**config.mk**
```make
export PLATFORM = sky130hd
export DESIGN_NAME = ex_muldiv_unit
export DESIGN_NICKNAME = d
export VERILOG_FILES = /design/src/rtl/ex_muldiv_unit.sv
export SDC_FILE = /design/constraint.sdc
export NUM_CORES = 2
export LEC_CHECK = 0
export CORE_ASPECT_RATIO = 0.8
export CORE_MARGIN = 2
export CORE_UTILIZATION = 47
export DETAILED_ROUTE_END_ITERATION = 12
export GPL_TIMING_DRIVEN = 0
export MAX_ROUTING_LAYER = met4
export RECOVER_POWER = 100
export SLEW_MARGIN = 20
export SYNTH_ARGS = -nofsm -noshare
export SYNTH_HDL_FRONTEND = slang
export SYNTH_SLANG_ARGS = --single-unit
export TNS_END_PERCENT = 5
```
**constraint.sdc**
```tcl
create_clock -name CLK -period 13.6 [get_ports CLK]
set_input_delay 2.72 -clock CLK [delete_from_list [all_inputs] [get_ports CLK]]
set_output_delay 2.72 -clock CLK [all_outputs]
set_load 0.05 [all_outputs]
```
**src/rtl/ex_muldiv_unit.sv**
```systemverilog
// RV32M execute unit: single-edge 32x32 multiply, restoring divide at DIV_BITS quotient bits per edge.
// Latency from the accept edge to Done: MUL 2 edges, divide-by-zero/overflow 2, normal divide DIV_ITERS+2.
// Backpressure: Stall holds IF/ID/ID-EX from the accept cycle until Done; Start while busy is ignored.
module ex_muldiv_unit #(
    parameter int DIV_BITS = 1
) (
    input  logic        CLK,
    input  logic        Reset,
    input  logic        Start,
    input  logic        Flush,
    input  logic [2:0]  func3,
    input  logic [31:0] Operand1,
    input  logic [31:0] Operand2,
    input  logic [4:0]  WriteAddress,
    output logic        Stall,
    output logic        Busy,
    output logic        Done,
    output logic [31:0] Result,
    output logic [4:0]  Out_WriteAddress
);

    localparam int DIV_ITERS = 32 / DIV_BITS;
    localparam logic [5:0] LAST_ITER = 6'(DIV_ITERS - 1);

    typedef enum logic [2:0] {
        S_IDLE,
        S_MUL,
        S_DIV,
        S_FIX,
        S_DONE
    } state_t;

    state_t state, state_nxt;

    // Reset asserts asynchronously but releases on a clock edge.
    logic [1:0] rst_sync;
    logic       rst_n;

    always_ff @(posedge CLK or negedge Reset) begin
        if (!Reset) begin
            rst_sync <= 2'b00;
        end else begin
            rst_sync <= {rst_sync[0], 1'b1};
        end
    end

    assign rst_n = rst_sync[1];

    logic [1:0]  op_sel;
    logic [4:0]  op_rd;
    logic [31:0] op_a;
    logic [31:0] op_b;
    logic [31:0] dvs;
    logic [31:0] rem;
    logic [31:0] quo;
    logic [5:0]  cnt;
    logic        dv_zero;
    logic        dv_ovf;

    logic        can_accept;
    logic        accept;
    logic        in_signed;
    logic        in_zero;
    logic        in_ovf;
    logic [31:0] in_dividend;
    logic [31:0] in_divisor;
    state_t      accept_state;

    assign can_accept   = (state == S_IDLE) || (state == S_DONE);
    assign accept       = Start && can_accept && !Flush;
    assign in_signed    = !func3[0];
    assign in_zero      = (Operand2 == 32'h0);
    assign in_ovf       = in_signed && (Operand1 == 32'h80000000) && (Operand2 == 32'hFFFFFFFF);
    assign in_dividend  = (in_signed && Operand1[31]) ? -Operand1 : Operand1;
    assign in_divisor   = (in_signed && Operand2[31]) ? -Operand2 : Operand2;
    assign accept_state = !func3[2] ? S_MUL : ((in_zero || in_ovf) ? S_FIX : S_DIV);

    always_ff @(posedge CLK or negedge rst_n) begin
        if (!rst_n) begin
            state <= S_IDLE;
        end else begin
            state <= state_nxt;
        end
    end

    always_comb begin
        state_nxt = state;
        Busy      = 1'b0;
        Done      = 1'b0;
        Stall     = 1'b0;
        if (Flush) begin
            state_nxt = S_IDLE;
        end else begin
            case (state)
                S_IDLE:  if (Start) state_nxt = accept_state;
                S_MUL:   state_nxt = S_DONE;
                S_DIV:   if (cnt == LAST_ITER) state_nxt = S_FIX;
                S_FIX:   state_nxt = S_DONE;
                S_DONE:  state_nxt = Start ? accept_state : S_IDLE;
                default: state_nxt = S_IDLE;
            endcase
        end
        Busy  = (state == S_MUL) || (state == S_DIV) || (state == S_FIX);
        Done  = (state == S_DONE);
        Stall = Busy || (Start && can_accept);
    end

    // Extending to 64 bits per func3 makes the truncated 64-bit product
    // equal to the exact signed/unsigned 33x33 product.
    logic        mul_a_sx;
    logic        mul_b_sx;
    logic [63:0] mul_a64;
    logic [63:0] mul_b64;
    logic [63:0] prod;
    logic [31:0] mul_res;

    assign mul_a_sx = (op_sel != 2'b11);
    assign mul_b_sx = (op_sel == 2'b01);
    assign mul_a64  = {{32{mul_a_sx && op_a[31]}}, op_a};
    assign mul_b64  = {{32{mul_b_sx && op_b[31]}}, op_b};
    assign prod     = mul_a64 * mul_b64;
    assign mul_res  = (op_sel == 2'b00) ? prod[31:0] : prod[63:32];

    logic [31:0] r_t;
    logic [31:0] q_t;
    logic [32:0] r_sh;

    always_comb begin
        r_t  = rem;
        q_t  = quo;
        r_sh = 33'h0;
        for (int i = 0; i < DIV_BITS; i++) begin
            r_sh = {r_t, q_t[31]};
            q_t  = {q_t[30:0], 1'b0};
            if (r_sh >= {1'b0, dvs}) begin
                r_t    = r_sh[31:0] - dvs;
                q_t[0] = 1'b1;
            end else begin
                r_t = r_sh[31:0];
            end
        end
    end

    logic        op_signed;
    logic [31:0] q_fin;
    logic [31:0] r_fin;
    logic [31:0] fix_res;

    assign op_signed = !op_sel[0];

    always_comb begin
        q_fin = ((op_signed && (op_a[31] ^ op_b[31])) ? -quo : quo);
        r_fin = ((op_signed && op_a[31]) ? -rem : rem);
        if (dv_zero) begin
            q_fin = 32'hFFFFFFFF;
            r_fin = op_a;
        end else if (dv_ovf) begin
            q_fin = 32'h80000000;
            r_fin = 32'h0;
        end
    end

    assign fix_res = op_sel[1] ? r_fin : q_fin;

    always_ff @(posedge CLK or negedge rst_n) begin
        if (!rst_n) begin
            op_sel           <= 2'b00;
            op_rd            <= 5'd0;
            op_a             <= 32'h0;
            op_b             <= 32'h0;
            dvs              <= 32'h0;
            rem              <= 32'h0;
            quo              <= 32'h0;
            cnt              <= 6'd0;
            dv_zero          <= 1'b0;
            dv_ovf           <= 1'b0;
            Result           <= 32'h0;
            Out_WriteAddress <= 5'd0;
        end else if (accept) begin
            op_sel  <= func3[1:0];
            op_rd   <= WriteAddress;
            op_a    <= Operand1;
            op_b    <= Operand2;
            dvs     <= in_divisor;
            quo     <= in_dividend;
            rem     <= 32'h0;
            cnt     <= 6'd0;
            dv_zero <= in_zero;
            dv_ovf  <= in_ovf;
        end else if (!Flush) begin
            case (state)
                S_MUL: begin
                    Result           <= mul_res;
                    Out_WriteAddress <= op_rd;
                end
                S_DIV: begin
                    rem <= r_t;
                    quo <= q_t;
                    cnt <= cnt + 6'd1;
                end
                S_FIX: begin
                    Result           <= fix_res;
                    Out_WriteAddress <= op_rd;
                end
                default: ;
            endcase
        end
    end

endmodule

```
==> impl_summary.txt <==
----------------------------------------------------
[Clock tree]
  Maximum level of the CTS H-tree ... 1
  Bufs on Longest Clock Path ... 3
  CTS tree ... built
  CTS sink count ... 216
  CTS clock-pin slew for the worst setup and hold paths ... 0.07 ns
  Post-CTS sizing ... 0
  Num CTS Buffers ... 24
  Clock root cell ... sky130_fd_sc_hd__clkbuf_16
  Clk Latency, worst-skew pair ... 0.59 ns
  Hold Buf Count CTS ... 0
  Post-CTS repair timing setup buffer count ... 0

[Placed design]
  Weighted congestion reported at the end of routability-driven placement ... 1.04
  Placed wire-length estimate after detailed placement ... 186,000 microns
  Total of buffers placed on input and output ports ... 111

[Global route]
  First-pass GRT wire length ... 322,000 microns
  Number of global-route vias before repair ... 44,016
  GRT Overall Usage ... 0.414
  Initial antenna violation count ... 22
  Remaining global-route overflow ... 0
  Pin count of the biggest net entering global routing ... 55

[Die]
  Total core area ... 0.110 sq mm
  Top-level I/O count ... 116
  Die extent in x ... 377 microns
  Number of rows in the core area ... 109
  Starting density of the core ... 0.474
  Die ar. ... 0.114 sq mm
  Vertical extent of the die ... 303 microns

[Logic synthesis]
  Top-area cell type share of the netlist area ... 0.431
  Number of synthesis warnings ... 0
  Most common cell in the synthesized netlist ... sky130_fd_sc_hd__inv_1
  Netlist area before placement ... 0.0524 sq mm
  Synthesized Nets ... 7,580
  Top cells by area, synth ... sky130_fd_sc_hd__fa_1 43%, sky130_fd_sc_hd__dfrtp_1 10%, sky130_fd_sc_hd__inv_1 9.0%
  Largest area contributor in the netlist ... sky130_fd_sc_hd__fa_1
  Avg Inst Size Synth ... 8.55 sq um
  Register area share after synthesis ... 0.103
  Ys flop type ... sky130_fd_sc_hd__dfrtp_1
  Number of flops mapped to enable cells by yosys ... 0
  Count of mapped cells out of synthesis ... 6,127
  Synthesized flop and latch total ... 216
  Count of distinct cell types in the synthesized netlist ... 82
  Fraction of synthesis flops using an asynchronous set or reset pin ... 1.00
  Commonest cells post-synth ... 1,260 x sky130_fd_sc_hd__inv_1, 1,211 x sky130_fd_sc_hd__nand2_1, 1,126 x sky130_fd_sc_hd__fa_1

[Worst setup path]
  Critical path required time ... 14.00 ns
  R2r setup slk ... 1.80 ns
  Category of the critical setup timing path ... flip-flop to flip-flop
  Peak fanout along the critical path ... 10
  Cell repeated most along the worst path ... sky130_fd_sc_hd__fa_1
  Critical-path top delay cell ... sky130_fd_sc_hd__fa_1
  R2R Path Start ... op_a[31]
  Arrival time of data at the critical path endpoint ... 12.20 ns
  Max stage delay on crit path ... 0.96 ns
  Critical Path Source Type ... flip-flop
  Length in cells of the worst reg-to-reg path ... 31
  Critical Path End Type ... flip-flop
  Critical R2R Capture ... Result[23]

[Timing]
  Transition time at the pin with the least slew margin ... 3.17 ns
  Final max-slew violation count ... 204
  Number of hold violations in the final report ... 0
  Total negative setup slack ... 0 ns
  Shortest period the worst path allows ... 11.80 ns
  Unrepaired setup endpoints after global routing ... no
  Total setup violations reported at the end of the flow ... 0
  Post-route fraction of the period consumed by the critical path ... 0.867
  Post-route clock skew ... 0.0410 ns
  Worst relative slew slack ... -1.11
  Maximum clock frequency ... 0.0848 GHz

[Drt]
  Detailed-route wire length per cell ... 29.0 microns
  Iteration-0 DRC count of the detailed router ... 5,684
  Post-Route WL ... 225,000 microns
  Via density ... 5.79
  Antenna violation net count after detailed routing ... 0
  Pre-Repair DR Iteration Count ... 7
  Residual DRC ... 0
  Total via count after detailed routing ... 44,936

[Outcome]
  Outcome ... complete, but fails checks
  Violated checks ... capacitance limit, slew limit

[Finish]
  Fillers ... 10,790
  Signed area change from the synthesized netlist to the final layout ... 7.66%
  Final-stage net count ... 7,722
  Layout cells sized above 1 ... 0.0185

[Hold path]
  Worst min path class ... flip-flop to async pin

[Job]
  Number of maximum-capacitance constraint violations ... 4

----------------------------------------------------
[sequential cells by signal, summed over array words and instances (netlist names)]
signal,count
Out_WriteAddress,5
Result,32
cnt,6
dv_ovf,1
dv_zero,1
dvs,31
op_a,32
op_b,32
op_rd,5
op_sel,2
quo,32
rem,32
rst_sync,2
state,3
[critical path, delay by kind of cell, from the launching register on]
kind	cells	cell delay (ns)
flops	1	0.37
simple gates	6	1.24
buf+inv	10	3.16
compound gates	5	1.94
fa+ha+maj	9	4.75
xor+xnor	1	0.16
[stage by stage]
stage           util  setup WS (ns)  std cells  area (sq um)  hold slack (ns)
2_1_floorplan      -           5.53       6127         52400            0.331
3_3_place_gp   0.500           2.34       7681         55300            0.333
3_5_place_dp   0.502           2.32       7686         55400            0.216
4_1_cts        0.510           2.29       7729         56400            0.216
5_1_grt        0.510           1.66       7753         56300            0.363
6_report       0.510           1.80       7763         56400            0.295
[logic make-up (layout without fill, tap and decap cells)]
family | Yosys count | after routing | synth area share
multiplexers | 14 | 14 | 0.00268
buffers and inverters | 1632 | 1791 | 0.117
adder cells (fa/ha/maj) | 1377 | 1377 | 0.490
AND/OR/NAND/NOR | 2006 | 2006 | 0.170
AO/OA/AOI/OAI | 670 | 670 | 0.0804
other | 1 | 35 | 0.0000716
XOR/XNOR | 211 | 211 | 0.0353
flip-flops | 216 | 216 | 0.103
[per-layer routing]
layer  GRT usage  wire length, microns  vias to the layer above
li1            -                     -                    18732
met1       0.593                 95900                    23219
met2       0.555                 91600                     2600
met3       0.123                 28500                      385
met4       0.140                  9090                        0
met5           -                     0                        -
[layout by cell type, fill, tap and decap left out, types with 40 or more instances in the layout]
cell type	netlist	routed
sky130_fd_sc_hd__clkdlybuf4s50_1	0	65
sky130_fd_sc_hd__ha_1	251	251
sky130_fd_sc_hd__a21o_1	40	40
sky130_fd_sc_hd__fa_1	1126	1126
sky130_fd_sc_hd__nand2_1	1211	1211
sky130_fd_sc_hd__dfrtp_1	216	216
sky130_fd_sc_hd__clkbuf_1	356	331
sky130_fd_sc_hd__and2_1	296	295
sky130_fd_sc_hd__xnor2_1	126	126
sky130_fd_sc_hd__nand3_1	74	74
sky130_fd_sc_hd__nor3_1	43	43
sky130_fd_sc_hd__inv_1	1260	1260
sky130_fd_sc_hd__dlygate4sd3_1	0	46
sky130_fd_sc_hd__nor2_1	222	222
sky130_fd_sc_hd__a21oi_1	180	180
sky130_fd_sc_hd__xor2_1	85	85
sky130_fd_sc_hd__a31oi_1	53	53
sky130_fd_sc_hd__o21ai_0	172	191
[how the worst max path moves through the flow]
stage | startpoint | endpoint | cells past startpoint
2_1_floorplan | op_a[31] | Result[30] | 27
3_3_place_gp | op_a[31] | Result[23] | 31
5_1_grt | op_a[31] | Result[23] | 31
4_1_cts | op_a[31] | Result[23] | 31
6_report | op_a[31] | Result[23] | 31
3_5_place_dp | op_a[31] | Result[23] | 31
[area by class of cell]
| type | instances | area [sq um] | share of cell area |
|---|---|---|---|
| multi-input cells | 4279 | 40800 | 0.724 |
| diodes | 34 | 85.1 | 0.00151 |
| repair buffers | 116 | 1140 | 0.0202 |
| inverters | 1261 | 4730 | 0.0840 |
| plain buffers | 371 | 1460 | 0.0259 |
| well taps | 1443 | 1810 | 0.0320 |
| clock buffers | 28 | 646 | 0.0115 |
| flip-flops and latches | 216 | 5410 | 0.0959 |
| clock inverters | 15 | 297 | 0.00526 |
Power is left out: the tool's default activity adds up to more than one toggle a clock period on the data nets, which glitch-free logic cannot reach.
